===== config.mk =====
export PLATFORM = sky130hd
export DESIGN_NAME = change_dispense_ctrl_flat
export DESIGN_NICKNAME = d
export VERILOG_FILES = /design/src/rtl/vending_pkg.sv /design/src/rtl/change_dispense_ctrl_if.sv /design/src/rtl/change_dispense_ctrl_inv_counter.sv /design/src/rtl/change_dispense_ctrl.sv /design/src/flat_wrapper.sv
export SDC_FILE = /design/constraint.sdc
export NUM_CORES = 1
export LEC_CHECK = 0
export CAP_MARGIN = 20
export CORE_ASPECT_RATIO = 1.5
export CORE_MARGIN = 2
export CORE_UTILIZATION = 56
export CTS_BUF_LIST = sky130_fd_sc_hd__clkbuf_4 sky130_fd_sc_hd__clkbuf_8
export DETAILED_ROUTE_END_ITERATION = 7
export PLACE_DENSITY_LB_ADDON = 0.12
export SYNTH_ARGS = -nofsm -noshare
export SYNTH_HDL_FRONTEND = slang
export SYNTH_SLANG_ARGS = --single-unit

===== constraint.sdc =====
create_clock -name clk -period 3.1 [get_ports clk]
set_input_delay 0.465 -clock clk [delete_from_list [all_inputs] [get_ports clk]]
set_output_delay 0.465 -clock clk [all_outputs]
set_load 0.03 [all_outputs]

===== src/rtl/vending_pkg.sv =====
// vending_pkg: shared definitions for the change dispenser.
//   sel_e       - hopper denomination codes (same encoding on disp_sel/refill_sel)
//   state_e     - dispenser FSM states
//   coin_value  - face value of a denomination code (0 for SEL_NONE)
package vending_pkg;

    typedef enum logic [1:0] {
        SEL_NONE = 2'b00,
        SEL_1    = 2'b01,
        SEL_2    = 2'b10,
        SEL_5    = 2'b11
    } sel_e;

    typedef enum logic [1:0] {
        IDLE   = 2'd0,
        SELECT = 2'd1,
        REQ    = 2'd2,
        DONE   = 2'd3
    } state_e;

    function automatic logic [2:0] coin_value(input logic [1:0] sel);
        case (sel)
            SEL_1:   return 3'd1;
            SEL_2:   return 3'd2;
            SEL_5:   return 3'd5;
            default: return 3'd0;
        endcase
    endfunction

endpackage


===== src/rtl/change_dispense_ctrl_if.sv =====
// change_dispense_ctrl_if: bundle between the vending FSM / hopper side and the
// change dispenser.
//   start/amount                 - transaction request
//   disp_req/disp_sel/disp_ack   - per-coin hopper handshake
//   refill_en/sel/cnt            - inventory top-up
//   busy/done/short/fault/remaining/cnt*/inv* - status
// modport slave is the dispenser, master is whoever drives it.
interface change_dispense_ctrl_if #(
    parameter int AMT_W = 7,
    parameter int INV_W = 6,
    parameter int CNT_W = 5
);
    logic             start;
    logic [AMT_W-1:0] amount;
    logic             disp_req;
    logic [1:0]       disp_sel;
    logic             disp_ack;
    logic             refill_en;
    logic [1:0]       refill_sel;
    logic [INV_W-1:0] refill_cnt;
    logic             busy;
    logic             done;
    logic             short;
    logic             fault;
    logic [AMT_W-1:0] remaining;
    logic [CNT_W-1:0] cnt1, cnt2, cnt5;
    logic [INV_W-1:0] inv1, inv2, inv5;

    modport slave (
        input  start, amount, disp_ack, refill_en, refill_sel, refill_cnt,
        output disp_req, disp_sel, busy, done, short, fault, remaining,
               cnt1, cnt2, cnt5, inv1, inv2, inv5
    );

    modport master (
        output start, amount, disp_ack, refill_en, refill_sel, refill_cnt,
        input  disp_req, disp_sel, busy, done, short, fault, remaining,
               cnt1, cnt2, cnt5, inv1, inv2, inv5
    );
endinterface


===== src/rtl/change_dispense_ctrl_inv_counter.sv =====
// inv_counter: coin inventory for one denomination.
//   clk, rst  - clock, async active-low reset (reloads INV_INIT)
//   add_en    - add add_cnt this cycle
//   add_cnt   - coins refilled
//   dec       - one coin left the hopper this cycle
//   inv       - current inventory
// Refill and dispense in the same cycle net out; the result saturates at the
// counter maximum.
module inv_counter #(
    parameter int INV_W    = 6,
    parameter int INV_INIT = 10
) (
    input  logic             clk,
    input  logic             rst,
    input  logic             add_en,
    input  logic [INV_W-1:0] add_cnt,
    input  logic             dec,
    output logic [INV_W-1:0] inv
);
    localparam logic [INV_W:0] INV_MAX = {1'b0, {INV_W{1'b1}}};

    logic [INV_W:0] sum;

    always_comb begin
        sum = {1'b0, inv} + (add_en ? {1'b0, add_cnt} : '0);
        // never below zero, even on a stray decrement of an empty bin
        if (dec && sum != '0) sum = sum - 1'b1;
        if (sum > INV_MAX)    sum = INV_MAX;
    end

    always_ff @(posedge clk or negedge rst) begin
        if (!rst) inv <= INV_W'(INV_INIT);
        else      inv <= sum[INV_W-1:0];
    end
endmodule


===== src/rtl/change_dispense_ctrl.sv =====
// change_dispense_ctrl: pays out a change amount one coin at a time, greedy
// 5/2/1 limited by inventory, with an ack timeout per coin.
//   clk, rst  - clock, async active-low reset (aborts any transaction)
//   bus       - change_dispense_ctrl_if.slave (request, hopper handshake,
//               refill, status and inventory outputs)
// All outputs are registered except disp_req, which decodes state == REQ so
// it drops the moment reset asserts.
module change_dispense_ctrl
    import vending_pkg::*;
#(
    parameter int AMT_W    = 7,
    parameter int INV_W    = 6,
    parameter int CNT_W    = 5,
    parameter int INV_INIT = 10,
    parameter int ACK_TO   = 15
) (
    input  logic                  clk,
    input  logic                  rst,
    change_dispense_ctrl_if.slave bus
);
    localparam int TO_W = $clog2(ACK_TO + 1);
    localparam logic [CNT_W-1:0] CNT_MAX = '1;

    state_e                     state, state_nxt;
    sel_e                       sel_pick;
    logic [1:0]                 disp_sel;
    logic [TO_W-1:0]            tmo;
    logic                       busy, done, short_q, fault;
    logic [AMT_W-1:0]           remaining;
    logic [CNT_W-1:0]           cnt1, cnt2, cnt5;
    logic [2:0][INV_W-1:0]      inv;    // [0]=1-coin, [1]=2-coin, [2]=5-coin
    logic                       ack_ok, tmo_hit;

    assign ack_ok  = (state == REQ) && bus.disp_ack;
    // tmo counts completed REQ cycles, so ACK_TO-1 marks the last one; an ack
    // in that cycle takes priority
    assign tmo_hit = (state == REQ) && !bus.disp_ack && (tmo == TO_W'(ACK_TO - 1));

    // denomination index gi maps to code gi+1 (01, 10, 11)
    for (genvar gi = 0; gi < 3; gi++) begin : g_inv
        localparam logic [1:0] CODE = 2'(gi + 1);
        inv_counter #(.INV_W(INV_W), .INV_INIT(INV_INIT)) u_inv (
            .clk     (clk),
            .rst     (rst),
            .add_en  (bus.refill_en && bus.refill_sel == CODE),
            .add_cnt (bus.refill_cnt),
            .dec     (ack_ok && disp_sel == CODE),
            .inv     (inv[gi])
        );
    end

    always_comb begin
        state_nxt = state;
        sel_pick  = SEL_NONE;
        unique case (state)
            IDLE:   if (bus.start) state_nxt = SELECT;
            SELECT: begin
                if (remaining == '0)                                  state_nxt = DONE;
                else if (remaining >= AMT_W'(5) && inv[2] != '0)      sel_pick  = SEL_5;
                else if (remaining >= AMT_W'(2) && inv[1] != '0)      sel_pick  = SEL_2;
                else if (inv[0] != '0)                                sel_pick  = SEL_1;
                else                                                  state_nxt = DONE;
                if (sel_pick != SEL_NONE) state_nxt = REQ;
            end
            REQ: begin
                if (ack_ok)       state_nxt = SELECT;
                else if (tmo_hit) state_nxt = DONE;
            end
            DONE:    state_nxt = IDLE;
            default: state_nxt = IDLE;
        endcase
    end

    always_ff @(posedge clk or negedge rst) begin
        if (!rst) state <= IDLE;
        else      state <= state_nxt;
    end

    always_ff @(posedge clk or negedge rst) begin
        if (!rst) begin
            busy      <= 1'b0;
            done      <= 1'b0;
            short_q   <= 1'b0;
            fault     <= 1'b0;
            remaining <= '0;
            cnt1      <= '0;
            cnt2      <= '0;
            cnt5      <= '0;
            disp_sel  <= SEL_NONE;
            tmo       <= '0;
        end else begin
            busy <= (state_nxt != IDLE);
            done <= (state_nxt == DONE);   // DONE always lasts one cycle
            tmo  <= (state == REQ) ? tmo + 1'b1 : '0;

            if (state == SELECT)        disp_sel <= sel_pick;
            else if (state_nxt != REQ)  disp_sel <= SEL_NONE;

            case (state)
                IDLE: if (bus.start) begin
                    remaining <= bus.amount;
                    cnt1      <= '0;
                    cnt2      <= '0;
                    cnt5      <= '0;
                    short_q   <= 1'b0;
                    fault     <= 1'b0;
                end
                SELECT: if (remaining != '0 && sel_pick == SEL_NONE) short_q <= 1'b1;
                REQ: begin
                    if (ack_ok) begin
                        remaining <= remaining - AMT_W'(coin_value(disp_sel));
                        case (disp_sel)
                            SEL_1:   if (cnt1 != CNT_MAX) cnt1 <= cnt1 + 1'b1;
                            SEL_2:   if (cnt2 != CNT_MAX) cnt2 <= cnt2 + 1'b1;
                            SEL_5:   if (cnt5 != CNT_MAX) cnt5 <= cnt5 + 1'b1;
                            default: ;
                        endcase
                    end else if (tmo_hit) begin
                        fault <= 1'b1;
                    end
                end
                default: ;
            endcase
        end
    end

    assign bus.disp_req  = (state == REQ);
    assign bus.disp_sel  = disp_sel;
    assign bus.busy      = busy;
    assign bus.done      = done;
    assign bus.short     = short_q;
    assign bus.fault     = fault;
    assign bus.remaining = remaining;
    assign bus.cnt1      = cnt1;
    assign bus.cnt2      = cnt2;
    assign bus.cnt5      = cnt5;
    assign bus.inv1      = inv[0];
    assign bus.inv2      = inv[1];
    assign bus.inv5      = inv[2];
endmodule

===== src/flat_wrapper.sv =====
// flat-port wrapper written by rule: the top's interface ports become plain ports
module change_dispense_ctrl_flat import vending_pkg::*;
#(
    parameter int AMT_W    = 7,
    parameter int INV_W    = 6,
    parameter int CNT_W    = 5,
    parameter int INV_INIT = 10,
    parameter int ACK_TO   = 15
)
  (clk, rst, bus_start, bus_amount, bus_disp_ack, bus_refill_en, bus_refill_sel, bus_refill_cnt, bus_disp_req, bus_disp_sel, bus_busy, bus_done, bus_short, bus_fault, bus_remaining, bus_cnt1, bus_cnt2, bus_cnt5, bus_inv1, bus_inv2, bus_inv5);
  change_dispense_ctrl_if #(.AMT_W(AMT_W), .INV_W(INV_W), .CNT_W(CNT_W)) bus_i ();
  input  logic clk;
  input  logic rst;
  input wire logic [$bits(bus_i.start)-1:0] bus_start;
  input wire logic [$bits(bus_i.amount)-1:0] bus_amount;
  input wire logic [$bits(bus_i.disp_ack)-1:0] bus_disp_ack;
  input wire logic [$bits(bus_i.refill_en)-1:0] bus_refill_en;
  input wire logic [$bits(bus_i.refill_sel)-1:0] bus_refill_sel;
  input wire logic [$bits(bus_i.refill_cnt)-1:0] bus_refill_cnt;
  output wire logic [$bits(bus_i.disp_req)-1:0] bus_disp_req;
  output wire logic [$bits(bus_i.disp_sel)-1:0] bus_disp_sel;
  output wire logic [$bits(bus_i.busy)-1:0] bus_busy;
  output wire logic [$bits(bus_i.done)-1:0] bus_done;
  output wire logic [$bits(bus_i.short)-1:0] bus_short;
  output wire logic [$bits(bus_i.fault)-1:0] bus_fault;
  output wire logic [$bits(bus_i.remaining)-1:0] bus_remaining;
  output wire logic [$bits(bus_i.cnt1)-1:0] bus_cnt1;
  output wire logic [$bits(bus_i.cnt2)-1:0] bus_cnt2;
  output wire logic [$bits(bus_i.cnt5)-1:0] bus_cnt5;
  output wire logic [$bits(bus_i.inv1)-1:0] bus_inv1;
  output wire logic [$bits(bus_i.inv2)-1:0] bus_inv2;
  output wire logic [$bits(bus_i.inv5)-1:0] bus_inv5;
  assign bus_i.start = bus_start;
  assign bus_i.amount = bus_amount;
  assign bus_i.disp_ack = bus_disp_ack;
  assign bus_i.refill_en = bus_refill_en;
  assign bus_i.refill_sel = bus_refill_sel;
  assign bus_i.refill_cnt = bus_refill_cnt;
  assign bus_disp_req = bus_i.disp_req;
  assign bus_disp_sel = bus_i.disp_sel;
  assign bus_busy = bus_i.busy;
  assign bus_done = bus_i.done;
  assign bus_short = bus_i.short;
  assign bus_fault = bus_i.fault;
  assign bus_remaining = bus_i.remaining;
  assign bus_cnt1 = bus_i.cnt1;
  assign bus_cnt2 = bus_i.cnt2;
  assign bus_cnt5 = bus_i.cnt5;
  assign bus_inv1 = bus_i.inv1;
  assign bus_inv2 = bus_i.inv2;
  assign bus_inv5 = bus_i.inv5;
  change_dispense_ctrl #(.AMT_W(AMT_W), .INV_W(INV_W), .CNT_W(CNT_W), .INV_INIT(INV_INIT), .ACK_TO(ACK_TO)) u_core (.clk(clk), .rst(rst), .bus(bus_i));
endmodule

==> results of run 1 <==
==> worst max-delay path by stage <==
stage	to	cells after the start
after detailed placement	u_core.g_inv[1].u_inv.inv[2]$_DFF_PN0_	15
after CTS	u_core.g_inv[0].u_inv.inv[4]$_DFF_PN0_	11
after global routing	u_core.g_inv[2].u_inv.inv[0]$_DFF_PN0_	13
final	u_core.g_inv[0].u_inv.inv[4]$_DFF_PN0_	11
after global placement	u_core.g_inv[1].u_inv.inv[2]$_DFF_PN0_	15
after floorplan	u_core.g_inv[0].u_inv.inv[4]$_DFF_PN0_	11
==> per-layer routing <==
| metal | global-route usage, % | vias up |
|---|---|---|
| met2 | 56.10 | 124 |
| li1 | - | 1888 |
| met1 | 29.25 | 1917 |
| met5 | 0 | - |
| met4 | 18.78 | 0 |
| met3 | 4.793 | 49 |
==> flip-flops by register name, summed over array words and instances, names as in the netlist <==
| register | count |
|---|---|
| u_core.tmo | 4 |
| u_core.bus.short | 1 |
| u_core.bus.cnt5 | 5 |
| u_core.bus.remaining | 7 |
| u_core.g_inv.u_inv.inv | 18 |
| u_core.bus.cnt1 | 5 |
| u_core.bus.done | 1 |
| u_core.bus.fault | 1 |
| u_core.bus.busy | 1 |
| u_core.bus.disp_sel | 2 |
| u_core.bus.cnt2 | 5 |
| u_core.state | 2 |
==> layout make-up <==
cell class                      instances  area [sq um]
Inverter                               23         86.33
Multi-Input combinational cell        370          2659
Clock buffer                            6         82.58
Fill cell                             480          1390
Sequential cell                        52          1309
Clock inverter                          2         38.79
Timing Repair Buffer                  137          1189
Tap cell                               78         97.59
==> Yosys cell counts (all sizes together) (3+ instances only) <==
master | number | share of area [%]
a211oi | 4 | 0.88
or2 | 5 | 0.79
o21ai | 28 | 3.9
fa | 4 | 2.0
mux2 | 4 | 1.4
nor3 | 11 | 1.6
dfrtp | 46 | 29
nor2 | 42 | 4.2
nand2 | 52 | 4.9
nand2b | 11 | 1.7
inv | 23 | 2.2
a21oi | 24 | 3.0
and3 | 9 | 1.5
xor2 | 13 | 2.9
dfstp | 6 | 4.0
mux2i | 4 | 1.0
nor4 | 4 | 0.63
and2 | 17 | 2.7
or4b | 4 | 1.1
nand3 | 23 | 2.9
or3 | 3 | 0.47
nand3b | 6 | 1.4
xnor2 | 9 | 2.0
nand4 | 7 | 1.1
ha | 35 | 11
o211ai | 5 | 0.94
nor3b | 3 | 0.69
clkbuf | 7 | 0.66
o22ai | 6 | 0.94
nor2b | 6 | 0.94
==> per-stage QoR <==
| stage | std cells | TNS (ps) | area [sq um] | total power, mW |
|---|---|---|---|---|
| 2_1_floorplan | 453 | 0 | 3975 | 2.747 |
| 3_3_place_gp | 656 | -5956 | 5200 | 3.862 |
| 5_1_grt | 668 | -5.136 | 5461 | 4.863 |
| 4_1_cts | 667 | 0 | 5418 | 4.508 |
| 3_5_place_dp | 656 | -7592 | 5200 | 3.936 |
| 6_report | 668 | 0 | 5461 | 4.560 |
==> cells by family after synthesis <==
family                     Yosys count
AOI/OAI and AO/OA                   92
buffers and inverters               31
xor gates and xnor gates            22
and+or+nand+nor                    209
adders and majority gates           39
DFF                                 52
muxes                                8
==> worst max-delay path, cell delays in order <==
cell and delay, ps:
clkdlybuf4s50_1 490, and2_4 150, ha_2 180, inv_2 40
fa_1 500, ha_2 200, or4b_4 470, o21ai_4 190
o311ai_4 130, nand3_1 100, or3b_1 330
==> power by group through the flow <==
| stage | registers [mW] | logic [mW] | clock network [mW] |
|---|---|---|---|
| floorplan | 1.50 | 1.24 | 0 |
| global placement | 1.20 | 2.67 | 0 |
| detailed placement | 1.20 | 2.73 | 0 |
| CTS | 1.20 | 2.81 | 0.506 |
| global route | 1.23 | 3.10 | 0.535 |
| finish | 1.21 | 2.85 | 0.500 |
==> what timing repair did <==
item,4_1_cts,5_1_grt
pin swaps,8,5
setup endpoints to repair,17,14
gates resized for setup,17,8
endpoints found under the hold margin,0,0
buffers inserted,3,1
==> impl_metrics.env, run 1 <==
export IMPL_status="finished, final reports clean"
export IMPL_hold_path_class="input pin to async pin"
export IMPL_core_region_area_sq_mm=0.006852
export IMPL_report_final_slew_viol_count=0
export IMPL_final_cell_mix="buf_4, clkdlybuf4s50_1, nand2_1"
export IMPL_dpl_hpwl_um=8584
export IMPL_power_density_mw_per_mm2=835.0
export IMPL_tightestPinTransition_ps=888.7
export IMPL_synth_simple_area_share_pct=27.98
export IMPL_end_kind="register"
export IMPL_rr_worst_depth=9
export IMPL_holdBufCountCts=0
export IMPL_route_top_layer_used="met4"
export IMPL_drt_iter0_markers=251
export IMPL_r2r_setup_slack_ps=350
export IMPL_num_vias=3978
export IMPL_viasPerCell=5.955
export IMPL_die_h_um=107.2
export IMPL_clk_pin_slew_ps=100
export IMPL_synth_seq_area_share_pct=32.92
export IMPL_muxShareOfSynthArea_pct=2.424
export IMPL_drive_gt1_share_pct=21.19
export IMPL_critPathLaunch="bus_refill_cnt[0]"
export IMPL_synth_cell_type_count=71
export IMPL_yosys_most_used_dff="dfrtp_1"
export IMPL_dr_pass1_iters=4
export IMPL_slew_limit_headroom_pct=40.75
export IMPL_fin_crit_sh_pct=97.97
export IMPL_ant_nets=0
export IMPL_wl_met1_um=4026
export IMPL_power_switching_mw=2.106
export IMPL_fin_util_pct=79.71
export IMPL_vdd_ir_drop_worst_mv=0.6146
export IMPL_cts_tree="built"
export IMPL_cap_violations=0
export IMPL_route_met2_wl_um=5839
export IMPL_portBuffers=66
export IMPL_synthArstFlopShare_pct=100.0
export IMPL_path_max_fanout=3
export IMPL_row_count=37
export IMPL_grt_use_total_pct=29.92
export IMPL_cp_start_kind="input pin"
export IMPL_comb_power_share_pct=62.6
export IMPL_cp_arrival_ps=3240
export IMPL_ys_warn_count=0
export IMPL_dr_wl_met3_um=388
export IMPL_fin_worst_skew_ps=11.73
export IMPL_rr_endpoint="u_core.g_inv[0].u_inv.inv[4]$_DFF_PN0_"
export IMPL_pwr_share_seq_pct=26.4
export IMPL_final_common_cell="buf_4"
export IMPL_routed_wl_um=10930
export IMPL_worstSetupPathType="input pin to register"
export IMPL_clock_root_buffer="clkbuf_8"
export IMPL_p_leak_nw=2.519
export IMPL_synth_compound_area_share_pct=15.83
export IMPL_wire_per_inst_um=16.36
export IMPL_clock_power_share_pct=11.0
export IMPL_final_hold_viol_count=0
export IMPL_syn_to_final_growth_pct=37.39
export IMPL_diodes=0
export IMPL_synth_fa_ha_area_share_pct=13.03
export IMPL_swShare_pct=46.18
export IMPL_cp_required_ps=3300
export IMPL_setup_slack_ps=62.84
export IMPL_syn_inst=453
export IMPL_grt_ovfl_total=0
export IMPL_syn_area_sq_mm=0.003975
export IMPL_p_int_mw=2.454
export IMPL_ios=67
export IMPL_synthesis_nets=512
export IMPL_clockBufferDepth=2
export IMPL_synth_xor_xnor_area_share_pct=4.847
export IMPL_insertion_delay_ps=320
export IMPL_fin_hold_ws_ps=251.8
export IMPL_fp_dieW_um=72.79
export IMPL_setup_viol=0
export IMPL_synth_edff_count=0
export IMPL_grt_pass1_wl_um=18220
export IMPL_antenna_found_initial=0
export IMPL_cts_sinks=52
export IMPL_synth_seq_cells=52
export IMPL_min_period_ps=3037
export IMPL_grt_max_degree=40
export IMPL_dp_slack_ps=-473.7
export IMPL_gp_congestion=0.8658
export IMPL_route_detailed_drc=0
export IMPL_r2r_start="u_core.g_inv[0].u_inv.inv[0]$_DFF_PN0_"
export IMPL_synth_top_family_by_area="simple AND/OR/NAND/NOR gates"
export IMPL_grt_pass1_vias=4111
export IMPL_nets=648
export IMPL_initial_core_util_pct=58.02
export IMPL_cts_buffers_inserted=5
export IMPL_synth_avg_cell_area_sq_um=8.775
export IMPL_fmax_ghz=0.3293
export IMPL_dieArea_sq_mm=0.007802
export IMPL_h_tree_depth=2
Note: power is estimated with default switching activity, not from simulation.
==> run 2, diff against run 1 <==
- PLACE_DENSITY: not set -> 0.84
- PLACE_DENSITY_LB_ADDON: 0.12 -> not set
==> run 2 against run 1 <==
  * Sequential power barely moved
  * Largest power group unchanged
  * Hold slack got worse by 50 ps
  * Critical path depth increased by 2
  * Cell area is 0.53% higher
  * Maximum frequency grew 0.53%
  * Critical endpoint is now u_core.g_inv[2].u_inv.inv[0]$_DFF_PN0_
  * Clock-buffer cell count unchanged
  * First-iteration DRC count is 6.0% higher
==> impl_metrics.env, run 2 (same netlist as run 1, synthesis figures left out) <==
export IMPL_top_register="u_core.g_inv.u_inv.inv"
export IMPL_clk_pin_slew_ps=110
export IMPL_drive_gt1_share_pct=21.86
export IMPL_fin_crit_sh_pct=97.46
export IMPL_routed_wl_um=11460
export IMPL_ant_nets=0
export IMPL_diodes=0
export IMPL_wire_per_inst_um=17.16
export IMPL_p_leak_nw=2.538
export IMPL_min_period_ps=3021
export IMPL_setup_slack_ps=78.81
export IMPL_grt_max_degree=36
export IMPL_nets=648
export IMPL_worstSetupPathType="input pin to register"
export IMPL_vdd_ir_drop_worst_mv=0.5847
export IMPL_clockBufferDepth=2
export IMPL_fp_dieW_um=72.79
export IMPL_largest_registers="u_core.g_inv.u_inv.inv x18, u_core.bus.remaining x7"
export IMPL_slew_limit_headroom_pct=46.89
export IMPL_grt_ovfl_total=0
export IMPL_fin_total_pwr_mw=4.625
export IMPL_power_density_mw_per_mm2=842.4
export IMPL_h_tree_depth=2
export IMPL_grt_pass1_vias=4155
export IMPL_final_common_cell="buf_4"
export IMPL_core_region_area_sq_mm=0.006852
export IMPL_cp_arrival_ps=3260
export IMPL_initial_core_util_pct=58.02
export IMPL_cap_violations=0
export IMPL_cts_sinks=52
export IMPL_fmax_ghz=0.3310
export IMPL_num_vias=4026
export IMPL_dp_slack_ps=-560.3
export IMPL_cp_start_kind="input pin"
export IMPL_portBuffers=66
export IMPL_dieArea_sq_mm=0.007802
export IMPL_largest_reg_flops=18
export IMPL_setup_viol=0
export IMPL_antenna_found_initial=0
export IMPL_path_max_fanout=5
export IMPL_ios=67
export IMPL_holdBufCountCts=0
export IMPL_insertion_delay_ps=330
export IMPL_fin_worst_skew_ps=19.12
export IMPL_status="finished, final reports clean"
export IMPL_cp_required_ps=3340
export IMPL_die_h_um=107.2
export IMPL_report_final_slew_viol_count=0
export IMPL_dpl_hpwl_um=8983
export IMPL_end_kind="register"
export IMPL_row_count=37
export IMPL_cts_tree="built"
export IMPL_tightestPinTransition_ps=796.7
export IMPL_hold_path_class="input pin to async pin"
export IMPL_syn_to_final_growth_pct=38.12
export IMPL_drt_iter0_markers=266
export IMPL_route_detailed_drc=0
export IMPL_cts_buffers_inserted=5
export IMPL_dr_pass1_iters=5
export IMPL_grt_pass1_wl_um=18470
export IMPL_final_hold_viol_count=0
export IMPL_gp_congestion=0.8654
export IMPL_final_cell_mix="buf_4, clkdlybuf4s50_1, nand2_1"
export IMPL_viasPerCell=6.027
export IMPL_clock_root_buffer="clkbuf_8"
export IMPL_grt_use_total_pct=30.38
[run 2: area by class of cell]
class	count	area, sq um
Inverter	23	86.33
Multi-Input combinational cell	370	2684
Clock inverter	2	38.79
Fill cell	477	1361
Tap cell	78	97.59
Timing Repair Buffer	137	1192
Clock buffer	6	82.58
Sequential cell	52	1309
[run 2: worst paths after layout]
path | from | end | slack, ps | cells after the start
worst min register to register | u_core.tmo[0]$_DFF_PN0_ | u_core.tmo[0]$_DFF_PN0_ | 530 | 1
worst min-delay path | rst | u_core.bus.cnt2[2]$_DFFE_PN0P_ | 200 | 1
min in group clk | u_core.tmo[0]$_DFF_PN0_ | u_core.tmo[0]$_DFF_PN0_ | 530 | 1
worst max register to register | u_core.g_inv[0].u_inv.inv[0]$_DFF_PN0_ | u_core.g_inv[0].u_inv.inv[1]$_DFF_PN1_ | 340 | 10
worst max-delay path | bus_refill_sel[0] | u_core.g_inv[2].u_inv.inv[0]$_DFF_PN0_ | 80 | 13
max in group asynchronous | rst | u_core.g_inv[1].u_inv.inv[3]$_DFF_PN1_ | 2070 | 2
[run 2: stage by stage]
step           setup TNS [ps]  cell area, sq um  std cells  util [%]  hold slack [ps]
3_3_place_gp            -5638              5192        655     75.79            474.6
4_1_cts                     0              5373        665     78.41            235.9
5_1_grt                -4.819              5490        668     80.13            275.5
6_report                    0              5490        668     80.13            201.5
2_1_floorplan               0              3975        453         -            169.4
3_5_place_dp            -7735              5192        655     75.79            475.0
[run 2: routing by layer]
layer / routed length, um / global-route usage [%] / vias to the layer above / share of wire [%]
met2: 6340 / 58.38 / 145 / 55
met5: 0 / 0 / - / 0
met1: 4106 / 30.13 / 1938 / 36
met3: 470 / 4.417 / 46 / 4.1
li1: - / - / 1897 / -
met4: 542 / 15.87 / 0 / 4.7
[run 2: worst max-delay path, stage by stage]
cell and delay [ps]:
dlygate4sd2_1 240, buf_4 130, and3_1 190, buf_4 140
nand2_1 110, inv_1 60, ha_1 260, and3_1 190
nor2_1 180, mux2_4 340, or4_4 480, o31a_1 350
o21ai_1 100
[run 2: power breakdown]
group / leakage, nW / switching (mW) / internal, mW
combinational: 1.84 / 1.62 / 1.28
clock: 0.0614 / 0.246 / 0.264
sequential: 0.639 / 0.293 / 0.923
[run 2: what timing repair did]
item	CTS	global route
pin swaps	6	6
buffers inserted	2	3
gates resized for setup	13	20
endpoints found under the setup margin	17	15
==> run 3, diff against run 2 <==
- CAP_MARGIN: 20 -> not set
- CORE_MARGIN: 2 -> 8
==> run 3 against run 2 <==
  * Clock power up 8.4%
  * Critical path depth up 1
  * Critical endpoint is now u_core.g_inv[2].u_inv.inv[5]$_DFF_PN0_
  * Final cell count down 0.45%
  * Die area up 30%
  * Cell area down 1.6%
  * Combinational power down 2%
  * Clock skew down 8.1 ps
  * Global-route usage down 7.4 points
  * Worst setup slack better by 21 ps
  * Routed wire length about the same
  * Utilization down 1.3 points
==> impl_metrics.env, run 3 (same netlist as run 1, synthesis figures left out) <==
export IMPL_fin_worst_skew_ps=11.04
export IMPL_antenna_found_initial=0
export IMPL_clock_root_buffer="clkbuf_8"
export IMPL_r2r_setup_slack_ps=290
export IMPL_setup_viol=0
export IMPL_cp_start_kind="input pin"
export IMPL_r2r_start="u_core.g_inv[0].u_inv.inv[1]$_DFF_PN1_"
export IMPL_die_h_um=119.2
export IMPL_grt_max_degree=53
export IMPL_cap_violations=0
export IMPL_grt_pass1_wl_um=19130
export IMPL_num_vias=3945
export IMPL_power_density_mw_per_mm2=855.4
export IMPL_report_final_slew_viol_count=0
export IMPL_dp_cells=655
export IMPL_rr_worst_depth=8
export IMPL_end_kind="register"
export IMPL_final_cell_mix="buf_4, clkdlybuf4s50_1, nand2_1"
export IMPL_cp_arrival_ps=3170
export IMPL_stdcell_count=665
export IMPL_timing_critical_path_to="u_core.g_inv[2].u_inv.inv[5]$_DFF_PN0_"
export IMPL_fin_total_pwr_mw=4.622
export IMPL_clockBufferDepth=2
export IMPL_fmax_ghz=0.3333
export IMPL_final_common_cell="buf_4"
export IMPL_syn_to_final_growth_pct=35.95
export IMPL_diodes=0
export IMPL_holdBufCountCts=0
export IMPL_setup_tns_ps=0
export IMPL_fin_crit_sh_pct=96.77
export IMPL_portBuffers=66
export IMPL_fp_dieW_um=84.79
export IMPL_min_period_ps=3000
export IMPL_vdd_ir_drop_worst_mv=0.5182
export IMPL_clk_pin_slew_ps=100
export IMPL_route_detailed_drc=0
export IMPL_dpl_hpwl_um=9046
export IMPL_nFillCells=472
export IMPL_worstSetupPathType="input pin to register"
export IMPL_cts_tree="built"
export IMPL_initial_core_util_pct=58.02
export IMPL_cp_required_ps=3270
export IMPL_largest_registers="u_core.g_inv.u_inv.inv x18, u_core.bus.remaining x7"
export IMPL_top_register="u_core.g_inv.u_inv.inv"
export IMPL_critPathLaunch="bus_refill_sel[0]"
export IMPL_p_leak_nw=2.495
export IMPL_ant_nets=0
export IMPL_largest_reg_flops=18
export IMPL_rr_endpoint="u_core.g_inv[0].u_inv.inv[4]$_DFF_PN0_"
export IMPL_wire_per_inst_um=17.23
export IMPL_h_tree_depth=2
export IMPL_grt_use_total_pct=22.97
export IMPL_insertion_delay_ps=310
export IMPL_cts_sinks=52
export IMPL_path_max_fanout=5
export IMPL_core_region_area_sq_mm=0.006852
export IMPL_drt_iter0_markers=183
export IMPL_routed_wl_um=11460
export IMPL_tightestPinTransition_ps=719.5
export IMPL_slew_limit_headroom_pct=51.59
export IMPL_dieArea_sq_mm=0.01011
export IMPL_final_hold_viol_count=0
export IMPL_row_count=37
export IMPL_cts_buffers_inserted=5
export IMPL_drive_gt1_share_pct=19.42
export IMPL_ios=67
export IMPL_viasPerCell=5.932
export IMPL_nets=645
export IMPL_hold_path_class="input pin to async pin"
export IMPL_dr_pass1_iters=4
export IMPL_gp_congestion=0.8626
export IMPL_grt_pass1_vias=4256
export IMPL_status="finished, final reports clean"
export IMPL_grt_ovfl_total=0
[run 3: stage by stage]
stage                     instance area, sq um  util [%]  hold WS (ps)  setup WS [ps]
after floorplan                           3975         -         169.4          14.47
after global placement                    5192     75.79         477.2         -383.4
after global routing                      5404     78.87         332.1         -11.19
after detailed placement                  5192     75.79         486.4         -483.2
final                                     5404     78.87         270.4          100.1
after CTS                                 5358     78.20         290.8          32.49
[run 3: area by class of cell]
class	count	area (sq um)	share of cell area [%]
Multi-Input combinational cell	370	2608	48.25
Sequential cell	52	1309	24.22
Timing Repair Buffer	134	1167	21.60
Tap cell	78	97.59	1.806
Inverter	23	86.33	1.598
Clock buffer	6	76.32	1.412
Clock inverter	2	60.06	1.111
[run 3: metal layers]
metal  up-vias  share of wire [%]  GRT usage (%)
met5         -                  0              0
met1      1890                 37          21.17
li1       1884                  -              -
met2       129                 55          46.24
met4         0                3.7          11.31
met3        42                4.5          3.854
[run 3: critical path, stage by stage]
cell and delay [ps]:
dlygate4sd2_1 240, buf_4 130, and3_1 170, buf_4 140, and2_1 150, ha_1 300
buf_4 150, buf_4 130, xor2_2 200, nand3_1 140, buf_4 170, o41ai_1 350
o31a_1 310, o211ai_1 110
[run 3: how the worst min path moves through the flow]
| stage | from | end | cells after the start |
|---|---|---|---|
| after floorplan | rst | u_core.bus.busy$_DFF_PN0_ | 0 |
| after global placement | u_core.tmo[0]$_DFF_PN0_ | u_core.tmo[0]$_DFF_PN0_ | 1 |
| after detailed placement | u_core.tmo[0]$_DFF_PN0_ | u_core.tmo[0]$_DFF_PN0_ | 1 |
| after CTS | rst | u_core.bus.cnt5[2]$_DFFE_PN0P_ | 2 |
| after global routing | rst | u_core.bus.cnt2[1]$_DFFE_PN0P_ | 2 |
| final | rst | u_core.bus.cnt2[1]$_DFFE_PN0P_ | 2 |
[run 3: repair_timing]
item | 4_1_cts | 5_1_grt
resized for setup | 12 | 5
endpoints found under the setup margin | 16 | 14
setup buffers | 1 | 1
pin swaps | 6 | 5
[run 3: where the power goes]
group	switching (mW)	internal, mW	total, mW
Combinational	1.58	1.27	2.85
Sequential	0.295	0.923	1.22
Clock	0.222	0.331	0.553
Total	2.10	2.52	4.62
